<file path="src/rtl/MemoryBus.sv">
// MemoryBus: command/result types shared by every bus slave.
package MemoryBus;
  typedef struct packed {
    logic [31:0] address;
    logic        mem_read;
    logic        mem_write;
    logic [3:0]  mask_byte;
    logic [31:0] write_data;
  } Cmd;
  typedef logic [31:0] Result;
endpackage

</file>
<file path="src/rtl/uart_rx_pkg.sv">
// uart_rx_pkg: register offsets, status bit positions and receiver states.
package uart_rx_pkg;
  localparam logic [1:0] UART_RX_DATA   = 2'd0;
  localparam logic [1:0] UART_RX_STATUS = 2'd1;
  localparam logic [1:0] UART_RX_CTRL   = 2'd2;
  localparam int ST_EMPTY     = 0;
  localparam int ST_FULL      = 1;
  localparam int ST_OVERRUN   = 2;
  localparam int ST_FRAME_ERR = 3;
  localparam int ST_BUSY      = 4;
  localparam int ST_COUNT_LSB = 8;
  typedef enum logic [1:0] {IDLE, START, DATA, STOP} rx_state_t;
endpackage

</file>
<file path="src/rtl/uart_rx_slave_sync_fifo.sv">
// sync_fifo: power-of-two ring buffer with combinational head output.
module sync_fifo #(
  parameter int WIDTH = 8,
  parameter int DEPTH = 8,
  localparam int AW = $clog2(DEPTH)
) (
  input  logic             clk,
  input  logic             rst,
  input  logic             push,
  input  logic [WIDTH-1:0] din,
  input  logic             pop,
  output logic [WIDTH-1:0] dout,
  output logic             empty,
  output logic             full,
  output logic [AW:0]      count
);
  logic [WIDTH-1:0] r_mem [DEPTH];
  logic [AW-1:0] r_rd, r_wr;
  logic [AW:0] r_count;
  logic w_pop, w_push;
  assign empty = r_count == '0;
  assign full = r_count == (AW+1)'(DEPTH);
  assign count = r_count;
  assign dout = r_mem[r_rd];
  assign w_pop = pop && !empty;
  // a pop frees the head slot, so a push into a full FIFO is still accepted
  assign w_push = push && (!full || w_pop);
  always_ff @(posedge clk) begin
    if (w_push) r_mem[r_wr] <= din;
    if (rst) begin
      r_rd <= '0;
      r_wr <= '0;
      r_count <= '0;
    end else begin
      if (w_push) r_wr <= r_wr + 1'b1;
      if (w_pop) r_rd <= r_rd + 1'b1;
      r_count <= r_count + (AW+1)'(w_push) - (AW+1)'(w_pop);
    end
  end
endmodule

</file>
<file path="src/rtl/uart_rx_slave.sv">
// uart_rx_slave: 8N1 serial receiver with FIFO, exposed as a 4-word MemoryBus slave.
module uart_rx_slave
  import MemoryBus::*;
  import uart_rx_pkg::*;
#(
  parameter int FIFO_DEPTH = 8,
  parameter int DIV_WIDTH = 16,
  parameter int DEFAULT_DIVISOR = 868
) (
  input  logic  clk,
  input  logic  rst,
  input  Cmd    membuscmd,
  output Result membusres,
  input  logic  rx,
  output logic  rx_pending
);
  localparam int AW = $clog2(FIFO_DEPTH);
  localparam logic [DIV_WIDTH-1:0] ONE = DIV_WIDTH'(1);
  localparam logic [DIV_WIDTH-1:0] MIN_DIV = DIV_WIDTH'(4);
  logic r_rx_meta, r_rxs;
  rx_state_t r_state;
  logic [DIV_WIDTH-1:0] r_div, r_eff, r_cnt, w_eff_div;
  logic [2:0] r_bit;
  logic [7:0] r_shift, w_dout;
  logic r_overrun, r_frame_err;
  logic [1:0] w_addr;
  logic w_tick, w_push, w_pop, w_empty, w_full, w_stat_wr, w_ctrl_wr, w_unused;
  logic [AW:0] w_count;
  logic [15:0] w_div16, w_div_new;
  logic [31:0] w_status;
  assign w_addr = membuscmd.address[1:0];
  assign w_eff_div = (r_div < MIN_DIV) ? MIN_DIV : r_div;
  assign w_tick = r_cnt == '0;
  assign w_push = r_state == STOP && w_tick && r_rxs;
  assign w_pop = membuscmd.mem_read && w_addr == UART_RX_DATA && !w_empty;
  assign w_stat_wr = membuscmd.mem_write && w_addr == UART_RX_STATUS && membuscmd.mask_byte[0];
  assign w_ctrl_wr = membuscmd.mem_write && w_addr == UART_RX_CTRL;
  assign w_div16 = 16'(r_div);
  assign w_div_new = {membuscmd.mask_byte[1] ? membuscmd.write_data[15:8] : w_div16[15:8],
                      membuscmd.mask_byte[0] ? membuscmd.write_data[7:0] : w_div16[7:0]};
  assign w_unused = ^{membuscmd.address[31:2], membuscmd.mask_byte[3:2], membuscmd.write_data[31:16]};
  assign rx_pending = !w_empty;
  sync_fifo #(.WIDTH(8), .DEPTH(FIFO_DEPTH)) u_fifo (
    .clk(clk), .rst(rst), .push(w_push), .din(r_shift), .pop(w_pop),
    .dout(w_dout), .empty(w_empty), .full(w_full), .count(w_count)
  );
  always_ff @(posedge clk) begin
    if (rst) begin
      r_rx_meta <= 1'b1;
      r_rxs <= 1'b1;
      r_state <= IDLE;
      r_cnt <= '0;
      r_eff <= MIN_DIV;
      r_bit <= '0;
      r_shift <= '0;
    end else begin
      r_rx_meta <= rx;
      r_rxs <= r_rx_meta;
      case (r_state)
        IDLE: if (!r_rxs) begin
          r_state <= START;
          r_eff <= w_eff_div;
          r_cnt <= (w_eff_div >> 1) - ONE;
        end
        START: if (!w_tick) r_cnt <= r_cnt - ONE;
          else if (r_rxs) r_state <= IDLE;
          else begin
            r_state <= DATA;
            r_cnt <= r_eff - ONE;
            r_bit <= '0;
          end
        DATA: if (!w_tick) r_cnt <= r_cnt - ONE;
          else begin
            r_shift <= {r_rxs, r_shift[7:1]};
            r_cnt <= r_eff - ONE;
            r_bit <= r_bit + 1'b1;
            if (r_bit == 3'd7) r_state <= STOP;
          end
        STOP: if (!w_tick) r_cnt <= r_cnt - ONE;
          else r_state <= IDLE;
      endcase
    end
  end
  // set events take priority over write-1-to-clear
  always_ff @(posedge clk) begin
    if (rst) begin
      r_overrun <= 1'b0;
      r_frame_err <= 1'b0;
      r_div <= DIV_WIDTH'(DEFAULT_DIVISOR);
    end else begin
      r_overrun <= (w_push && w_full && !w_pop) ||
                   (r_overrun && !(w_stat_wr && membuscmd.write_data[ST_OVERRUN]));
      r_frame_err <= (r_state == STOP && w_tick && !r_rxs) ||
                     (r_frame_err && !(w_stat_wr && membuscmd.write_data[ST_FRAME_ERR]));
      if (w_ctrl_wr) r_div <= DIV_WIDTH'(w_div_new);
    end
  end
  always_comb begin
    w_status = '0;
    w_status[ST_COUNT_LSB +: 8] = 8'(w_count);
    w_status[ST_BUSY] = r_state != IDLE;
    w_status[ST_FRAME_ERR] = r_frame_err;
    w_status[ST_OVERRUN] = r_overrun;
    w_status[ST_FULL] = w_full;
    w_status[ST_EMPTY] = w_empty;
    membusres = w_addr == UART_RX_DATA ? (w_empty ? 32'h0 : {23'h0, 1'b1, w_dout}) :
                w_addr == UART_RX_STATUS ? w_status :
                w_addr == UART_RX_CTRL ? 32'(r_div) : 32'h0;
  end
endmodule

</file>
<file path="config.mk">
export PLATFORM = sky130hd
export DESIGN_NAME = uart_rx_slave
export DESIGN_NICKNAME = d
export VERILOG_FILES = /design/src/rtl/MemoryBus.sv /design/src/rtl/uart_rx_pkg.sv /design/src/rtl/uart_rx_slave_sync_fifo.sv /design/src/rtl/uart_rx_slave.sv
export SDC_FILE = /design/constraint.sdc
export NUM_CORES = 1
export LEC_CHECK = 0
export CORE_AREA = 3 3 119 121
export CTS_CLUSTER_DIAMETER = 120
export CTS_CLUSTER_SIZE = 40
export DETAILED_ROUTE_END_ITERATION = 7
export DIE_AREA = 0 0 122 124
export GPL_TIMING_DRIVEN = 0
export PLACE_DENSITY = 0.9
export RECOVER_POWER = 25
export SLEW_MARGIN = 0
export SYNTH_ARGS = -nofsm -noshare
export SYNTH_HDL_FRONTEND = slang
export SYNTH_HIERARCHICAL = 1
export SYNTH_SLANG_ARGS = --single-unit
</file>
<file path="constraint.sdc">
create_clock -name clk -period 3.6 [get_ports clk]
set_input_delay 0.54 -clock clk [delete_from_list [all_inputs] [get_ports clk]]
set_output_delay 0.54 -clock clk [all_outputs]
set_load 0.005 [all_outputs]
</file>
* After elaboration in Yosys (flattened, before gate mapping)
Memories as Yosys holds them, arrays and structs flattened. A register that Yosys moved wholly into a read port is not among the register bits.
Index checks and enable logic that the tools add are counted.
** Operators by class
- Add/subtract/negate cells :: 8
- Magnitude comparators :: 1
- Eq/ne operators :: 15
- Multiplexer cells :: 26
- Bitwise gates (word level) :: 1
- Reductions and logical operators :: 38
** Operators with widths (number)
- $mux 16 :: 9
- $pmux 16 s4 :: 1
- $sub 16x1->16 const B :: 2
- $logic_and 1x1->1 :: 16
- $logic_not 16->1 :: 1
- $lt 16x3->1 const B :: 1
- $sub 15x1->16 const B :: 1
- $mux 3 :: 5
- $ne 2x2->1 const B :: 7
- $mux 2 :: 6
- $add 3x1->3 const B :: 3
- $mux 9 :: 1
- $pmux 2 s4 :: 1
- $reduce_and 2->1 :: 4
- $eq 2x2->1 const B :: 3
- $logic_not 1->1 :: 6
- $pmux 3 s2 :: 1
- $reduce_and 5->1 :: 1
- $add 4x1->4 :: 1
- $eq 2x1->1 const B :: 2
- $eq 4x4->1 const B :: 1
- $logic_not 2->1 :: 2
- $logic_not 4->1 :: 1
- $reduce_and 4->1 :: 1
- 8 further kinds :: 12
** Storage, ports and cells
- Bits in registers :: 75
- RAM bits :: 64
- Bits of input ports :: 73
- Output and inout bits :: 33
- Memories :: 1
** Memories
- u_fifo.r_mem :: depth 8, bits a word 8, read ports 1, clocked after memory_dff 1, wr ports 1, RTL line uart_rx_slave_sync_fifo.sv:17 : logic [WIDTH-1:0] r_mem [DEPTH];

* Depth between registers and ports, before layout
Gate-level depths: netlist (run 1).
- Depth in word-level cells :: 8
- Depth in mapped cells :: 14
- Depth with buffers taken out :: 12

* By module
The synthesis (run 1) kept the hierarchy.
** Modules (own cells, without submodules)
- uart_rx_slave :: times used 1, cells an instance 521, area an instance 3973.8 µm², seq. area each 1301.2 µm²
- sync_fifo :: times used 1, cells an instance 189, area an instance 3216.8 µm², seq. area each 2182.1 µm²

* Worst setup path before layout (run 1)
OpenSTA, ideal clock, no wires.
- Path type :: flip-flop to flip-flop
- Start point :: reg u_fifo.r_count[2] (netlist: u_fifo/count[2])
- End point :: mem u_fifo.r_mem[0][0] (enable)
- Library setup time :: 395 ps
- Data arrival time :: 2546 ps
- Data required time :: 3205 ps
- Path slack :: 659 ps
- Cell stages (with the launch flop) :: 8
- Cell sequence :: dfxtp_1 inv_1 ha_1 nor3b_1 nor4b_1 nor2b_1 o21ai_1 nor4_1
** On the way
- Longest elaborated chain between the ends :: 8
- Elaborated cells on any way between the ends :: 10
- Classes of those cells :: eq/ne (1); mux (2); reduce/logical (7)
** RTL lines
- start: declaration :: RTL line uart_rx_slave_sync_fifo.sv:19 : logic [AW:0] r_count;
- start signal: assignment :: RTL line uart_rx_slave_sync_fifo.sv:37 : r_count <= r_count + (AW+1)'(w_push) - (AW+1)'(w_pop);
- $logic_not 4->1 :: RTL line uart_rx_slave_sync_fifo.sv:21 : assign empty = r_count == '0;
- net w_empty :: RTL line uart_rx_slave.sv:27 : logic w_tick, w_push, w_pop, w_empty, w_full, w_stat_wr, w_ctrl_wr, w_unused;
- $logic_not 1->1 :: RTL line uart_rx_slave.sv:35 : assign w_pop = membuscmd.mem_read && w_addr == UART_RX_DATA && !w_empty;
- $logic_and 1x1->1 :: RTL line uart_rx_slave.sv:35
- net w_pop :: RTL line uart_rx_slave.sv:27
- $logic_and 1x1->1 :: RTL line uart_rx_slave_sync_fifo.sv:25 : assign w_pop = pop && !empty;
- $logic_or 1x1->1 :: RTL line uart_rx_slave_sync_fifo.sv:27 : assign w_push = push && (!full || w_pop);
- $logic_and 1x1->1 :: RTL line uart_rx_slave_sync_fifo.sv:27
- $mux 1 :: RTL line uart_rx_slave_sync_fifo.sv:29 : if (w_push) r_mem[r_wr] <= din;
- $mux 1 (not written as such) :: RTL line uart_rx_slave_sync_fifo.sv:29
- end: declaration :: RTL line uart_rx_slave_sync_fifo.sv:17
The timed path passes the listed nets, and every way through them passes these cells.

* Final worst setup path (run 1)
- Start point :: in membuscmd[39] (netlist name)
- End point :: mem u_fifo.r_mem[1][0] (enable)
** On the way
- Longest elaborated chain between the ends :: 8
** RTL lines
- start: declaration :: RTL line uart_rx_slave.sv:12 : input Cmd membuscmd,
- $logic_not 2->1 :: RTL line uart_rx_slave.sv:35
- $logic_and 1x1->1 (2 in series) :: RTL line uart_rx_slave.sv:35
- net w_pop :: RTL line uart_rx_slave.sv:27
- $logic_and 1x1->1 :: RTL line uart_rx_slave_sync_fifo.sv:25
- $logic_or 1x1->1 :: RTL line uart_rx_slave_sync_fifo.sv:27
- $logic_and 1x1->1 :: RTL line uart_rx_slave_sync_fifo.sv:27
- $mux 1 :: RTL line uart_rx_slave_sync_fifo.sv:29
- $mux 1 (not written as such) :: RTL line uart_rx_slave_sync_fifo.sv:29
The timed path passes the listed nets, and every way through them passes these cells.

==> reports/metrics.yaml, run 1 <==
outcome:
  status: "finished, final reports clean"
worst_setup_path:
  worstPathRequired_ns: 3.65
  cp-start-kind: "primary input"
  crit_path_end_kind: "flip-flop"
  path_class: "in2reg"
  worstPathMaxFanout: 10
  arrival_ns: 3.52
sta:
  setup_viol: 0
  drv_slew: 0
  worst_pin_slew_ns: 0.907
  rsz0062_at_grt: "true"
  fmax_mhz: 289
  max_slew_margin_pct: 39.3
  fin_crit_sh_pct: 96.2
  fin_skew_ns: 0.00988
  fin_ws_ns: 0.135
  hold_violations: 0
  period_needed_ns: 3.46
drt:
  first_pass_iters: 6
  avgRoutedWirePerCell_um: 18.8
  vias: 5822
  ant_nets: 0
  drc: 0
  routed.top_layer: "met4"
  drt_iter0_markers: 610
  dr_wl_met3_um: 1600
  viasPerCell: 5.97
  drt-met1-wl_um: 7290
  drt-total-wl_um: 18300
  wl_met2_um: 9110
cts:
  numCtsBuffers: 17
  cts-root-buf: "clkbuf_16"
  clkLatencyLatePin_ns: 0.43
  cts.path.max_buffers: 2
  cts_tree: "built"
  hold_buffers: 0
  htree_levels: 4
  clk_pin_slew_ns: 0.06
  cts_sinks: 142
power_and_ir_drop:
  p_clk_share_pct: 37.9
  internal-power_mw: 3.05
  power_frac_seq_pct: 40.7
  p_sw_share_pct: 30.9
  p_leak_nw: 3.10
  switchingPower_mw: 1.36
  power_density_nw_per_um2: 520
  ir_worst_vdd_mv: 0.397
  p_comb_share_pct: 21.4
layout:
  fin_area_um2: 8480
  synthToLayoutAreaGrowth_pct: 18.0
  drive_gt1_share_pct: 13.3
  layout_common_cells: "nand2_1 (103), dfxtp_1 (78), a21oi_1 (71), edfxtp_1 (64), clkdlybuf4s50_1 (41)"
  nets: 880
  antenna_cells: 0
  final_common_cell: "nand2_1"
  fin_cells: 975
synthesis:
  synth_area_per_cell_um2: 10.1
  yosys_warnings: 6
  synth_top_area_cell: "edfxtp_1"
  ys_seq_area_share_pct: 48.4
  async_flop_share_pct: 0
  yosys-top-cells-area: "edfxtp_1 (27%), dfxtp_1 (22%), nand2_1 (5.4%)"
  synth_xor_area_share_pct: 4.14
  synth_flop_cell: "dfxtp_1"
  yosysUniqueCellTypes: 63
  syn_inst: 710
  synth_top_family_by_area: "simple AND/OR/NAND/NOR gates"
  synthAdderAreaFrac_pct: 3.76
  ys_seq_elements: 142
  synth_mux_area_share_pct: 7.83
  synth_edf_count: 64
  synth_area_um2: 7190
  synth_top_area_share_pct: 26.7
  synth-simple-area-share_pct: 18.2
  synth-compound-area-share_pct: 12.0
global_routing:
  grt_pass1_vias: 5420
  grt_pass1_wl_um: 28500
  grt_overflow: 0
  antenna_found_initial: 0
  grt.total_usage_pct: 24.6
  grt_max_degree: 17
min_path:
  hold_path_class: "reg2reg"
placement:
  dp_cells: 943
  place_area_um2: 7890
  port_buffers: 41
  hpwl_um: 12700
  place_congestion: 0.941
  place_ws_ns: -0.555
floorplan:
  io_pins: 106
  dieArea_um2: 15100
  core_area_um2: 13200
  die_w_um: 122
  die_y_um: 124
  rows: 42
  start_util_pct: 54.5
flow_run:
  maxCapViolations: 0
## power by group through the flow
| stage | Clock (mW) | Combinational [mW] | Sequential, mW |
|---|---|---|---|
| after detailed placement | 0 | 0.901 | 1.83 |
| final | 1.67 | 0.942 | 1.80 |
| after global routing | 1.75 | 1.03 | 1.80 |
| after CTS | 1.68 | 0.918 | 1.79 |
| after global placement | 0 | 0.887 | 1.82 |
| after floorplan | 0 | 0.679 | 1.81 |
## state kept, by name (all words and copies together), names as in the netlist, 3 cells and up, named ones only
register / flops
r_bit: 3
r_cnt: 16
r_div: 16
r_eff: 16
r_shift: 8
u_fifo/count: 4
u_fifo/r_mem: 64
u_fifo/r_rd: 3
u_fifo/r_wr: 3
## critical path: stages
cell and delay (ns):
clkdlybuf4s50_1 0.46, clkbuf_1 0.27, nor4b_1 0.72, nor2b_1 0.46
o21ai_1 0.30, nor3_2 0.76
## through the flow
stage	utilization, %	hold WS (ns)	power (mW)	TNS (ns)
final	64.3	0.402	4.41	0
after global routing	64.3	0.414	4.58	-0.276
after CTS	64.1	0.410	4.39	-2.56
after detailed placement	59.8	0.404	2.73	-17.57
after global placement	59.7	0.397	2.71	-18.55
after floorplan	-	0.389	2.49	0
## logic make-up (layout without fill, tap and decap cells)
logic type,after synthesis,after routing
other,1,16
buffers and inverters,82,156
AND/OR/NAND/NOR,256,256
XOR/XNOR,34,34
adder cells (fa/ha/maj),21,21
multiplexers,35,35
AO/OA/AOI/OAI,139,139
flip-flops,142,142
## per-layer routing
metal / track usage [%] / up-vias
li1: - / 2712
met1: 31.2 / 2756
met2: 41.3 / 320
met3: 6.86 / 34
met4: 7.35 / 0
met5: 0 / -
## cells in the mapped netlist (2+ instances only)
cell type / instances
nand2_1: 103
dfxtp_1: 78
a21oi_1: 71
edfxtp_1: 64
nor2_1: 32
clkbuf_1: 28
nand3_1: 24
inv_1: 22
ha_1: 20
o21ai_0: 18
buf_4: 17
xnor2_1: 17
xor2_1: 17
mux4_2: 16
nor3_1: 15
nor4_1: 13
mux2_2: 10
a22o_1: 9
mux2i_1: 9
a22oi_1: 8
and2_1: 8
buf_2: 8
nand2b_1: 8
nor2b_1: 8
nor3b_1: 7
nand4_1: 6
or4_1: 6
a32o_1: 5
nor4b_1: 5
o31ai_1: 5
a211o_1: 4
a21o_1: 3
a221oi_1: 3
and3_1: 3
clkbuf_2: 3
or2_2: 3
a221o_1: 2
and4bb_2: 2
buf_1: 2
nand3b_1: 2
nor3_2: 2
o211ai_1: 2
or4_4: 2
## repair_timing
| action | 4_1_cts | 5_1_grt |
|---|---|---|
| pin swaps | 0 | 0 |
| setup buffers | 0 | 0 |
| endpoints found under the setup margin | 30 | 24 |
| resized for setup | 1 | 5 |
## cell type report
type	instances	area, µm²
Sequential cell	142	3480
Timing Repair Buffer	42	418
Tap cell	176	220
Inverter	23	91.3
Buffer	59	312
Clock buffer	18	429
Clock inverter	14	131
Fill cell	964	4710
Multi-Input combinational cell	501	3400
## final timing paths
| check | from | endpoint | slack (ns) | cells after the start |
|---|---|---|---|---|
| setup / recovery | membuscmd[39] | u_fifo/r_mem[1][0] | 0.14 | 6 |
| hold / removal | r_rx_meta | r_rxs | 0.40 | 1 |
| hold reg to reg | r_rx_meta | r_rxs | 0.40 | 1 |
| setup reg to reg | r_cnt[4] | u_fifo/r_mem[1][0] | 0.18 | 7 |
No activity file was read; power rests on OpenSTA's default activity.
==> run 2: changes to the inputs <==
--- a/config.mk
+++ b/config.mk
@@ -5,13 +5,13 @@
 export SDC_FILE = /design/constraint.sdc
 export NUM_CORES = 1
 export LEC_CHECK = 0
-export CORE_AREA = 3 3 119 121
+export CORE_AREA = 3 3 125 115
 export CTS_CLUSTER_DIAMETER = 120
 export CTS_CLUSTER_SIZE = 40
 export DETAILED_ROUTE_END_ITERATION = 7
-export DIE_AREA = 0 0 122 124
+export DIE_AREA = 0 0 128 118
 export GPL_TIMING_DRIVEN = 0
-export PLACE_DENSITY = 0.9
+export PLACE_DENSITY = 0.91
 export RECOVER_POWER = 25
 export SLEW_MARGIN = 0
 export SYNTH_ARGS = -nofsm -noshare
==> run 2 against run 1 <==
  * Via count down 0.12%
  * Worst setup slack better by 0.042 ns
  * Register-to-register slack better by 0.09 ns
  * Clock power rose by 5%
  * Clock skew fell by 0.0033 ns
  * Flip-flop and latch count did not move
  * Wire length shrank 2.6%
  * Utilization rose by 0.25 points
  * Critical path depth increased by 1
  * Largest power group unchanged
==> reports/metrics.yaml, run 2 (same netlist as run 1, synthesis figures left out) <==
outcome:
  status: "finished, final reports clean"
cts:
  numCtsBuffers: 17
  htree_levels: 4
  clk_pin_slew_ns: 0.06
  cts_tree: "built"
  cts_sinks: 142
  cts.path.max_buffers: 2
  cts-root-buf: "clkbuf_16"
  clkLatencyLatePin_ns: 0.43
placement:
  port_buffers: 41
  place_ws_ns: -0.558
  place_area_um2: 7880
  dp_cells: 935
  place_congestion: 0.930
  hpwl_um: 12800
global_routing:
  grt_overflow: 0
  antenna_found_initial: 0
  grt_max_degree: 17
  grt.total_usage_pct: 24.3
  grt_pass1_wl_um: 28800
  grt_pass1_vias: 5420
sta:
  period_needed_ns: 3.42
  fin_skew_ns: 0.00654
  fin_crit_sh_pct: 95.1
  worst_pin_slew_ns: 0.796
  hold_violations: 0
  fmax_mhz: 292
  max_slew_margin_pct: 46.6
  timing.hold.ws_ns: 0.411
  fin_ws_ns: 0.177
  rsz0062_at_grt: "false"
  final.setup.tns_ns: 0
  setup_viol: 0
  drv_slew: 0
floorplan:
  die_y_um: 118
  core_area_um2: 13200
  start_util_pct: 54.4
  io_pins: 106
  rows: 40
  die_w_um: 128
  dieArea_um2: 15100
drt:
  ant_nets: 0
  avgRoutedWirePerCell_um: 18.5
  drt_iter0_markers: 675
  drc: 0
  first_pass_iters: 6
  vias: 5815
  drt-total-wl_um: 17800
  viasPerCell: 6.02
worst_setup_path:
  crit_path_end_kind: "output port"
  critical_path.top_delay_family: "buffers and inverters"
  crit_chain: "buf_6, buf_8, mux4_2, mux2_2, a221oi_1, a21oi_1, clkdlybuf4s50_1"
  cp_num_buf_inv: 3
  slowest_delay_ns: 0.53
  worstPathMaxFanout: 10
  critPathSlowestCell: "mux4_2"
  arrival_ns: 2.88
  path_class: "reg2out"
  cp-start-kind: "flip-flop"
  worstPathRequired_ns: 3.06
layout:
  seqCellArea_um2: 3480
  top_register: "u_fifo/r_mem"
  fin_cells: 966
  final_common_cell: "nand2_1"
  drive_gt1_share_pct: 13.5
  layout_common_cells: "nand2_1 (103), dfxtp_1 (78), a21oi_1 (71), edfxtp_1 (64), clkdlybuf4s50_1 (41)"
  final.fill_count: 979
  antenna_cells: 0
  fin_area_um2: 8530
  synthToLayoutAreaGrowth_pct: 18.6
  final_util_pct: 64.6
  multi_input_area_um2: 3420
  largest_reg_flops: 64
  nets: 879
power_and_ir_drop:
  ir_worst_vdd_mv: 0.393
  p_leak_nw: 3.11
  power_density_nw_per_um2: 528
  finalPower_mw: 4.50
min_path:
  hold_path_class: "reg2reg"
flow_run:
  maxCapViolations: 0
[run 2: cell types whose count changed in the layout (fill, tap and decap cells not counted), sizes merged]
cell | before | now
bufinv | 1 | 2
clkbuf | 50 | 52
clkinv | 7 | 4
clkinvlp | 2 | 4
inv | 27 | 24
[run 2: final timing paths]
check | start | to | slack, ns | cells past startpoint
worst max register to register | r_cnt[4] | u_fifo/r_mem[4][5] | 0.27 | 7
worst min register to register | r_rx_meta | r_rxs | 0.41 | 1
worst max-delay path | flip-flop | membusres[0] | 0.18 | 7
worst min-delay path | r_rx_meta | r_rxs | 0.41 | 1
[run 2: where the power goes]
group	switching [mW]	leakage, nW	total [mW]	internal [mW]
clock network	0.687	0.277	1.75	1.06
registers	0.0776	1.22	1.80	1.72
logic	0.580	1.61	0.953	0.373
[run 2: metal layers]
layer  wire length (µm)  track usage, %  vias up
met5                  0               0        -
met4                428            8.82        0
met3               1790            6.03       41
met2               8340            37.2      300
met1               7280            33.5     2770
li1                   -               -     2704
[run 2: area by class of cell]
type	instances	share of cell area [%]
Inverter	23	1.07
Tap cell	168	2.46
Multi-Input combinational cell	501	40.0
Clock buffer	21	5.40
Timing Repair Buffer	42	4.90
Sequential cell	142	40.8
Clock inverter	11	1.57
Buffer	58	3.71
[run 2: timing repair]
action | CTS | global route
setup buffers | 0 | 0
setup endpoints to repair | 33 | 44
hold buffers | 0 | 0
pin swaps | 0 | 0
resized for setup | 2 | 11
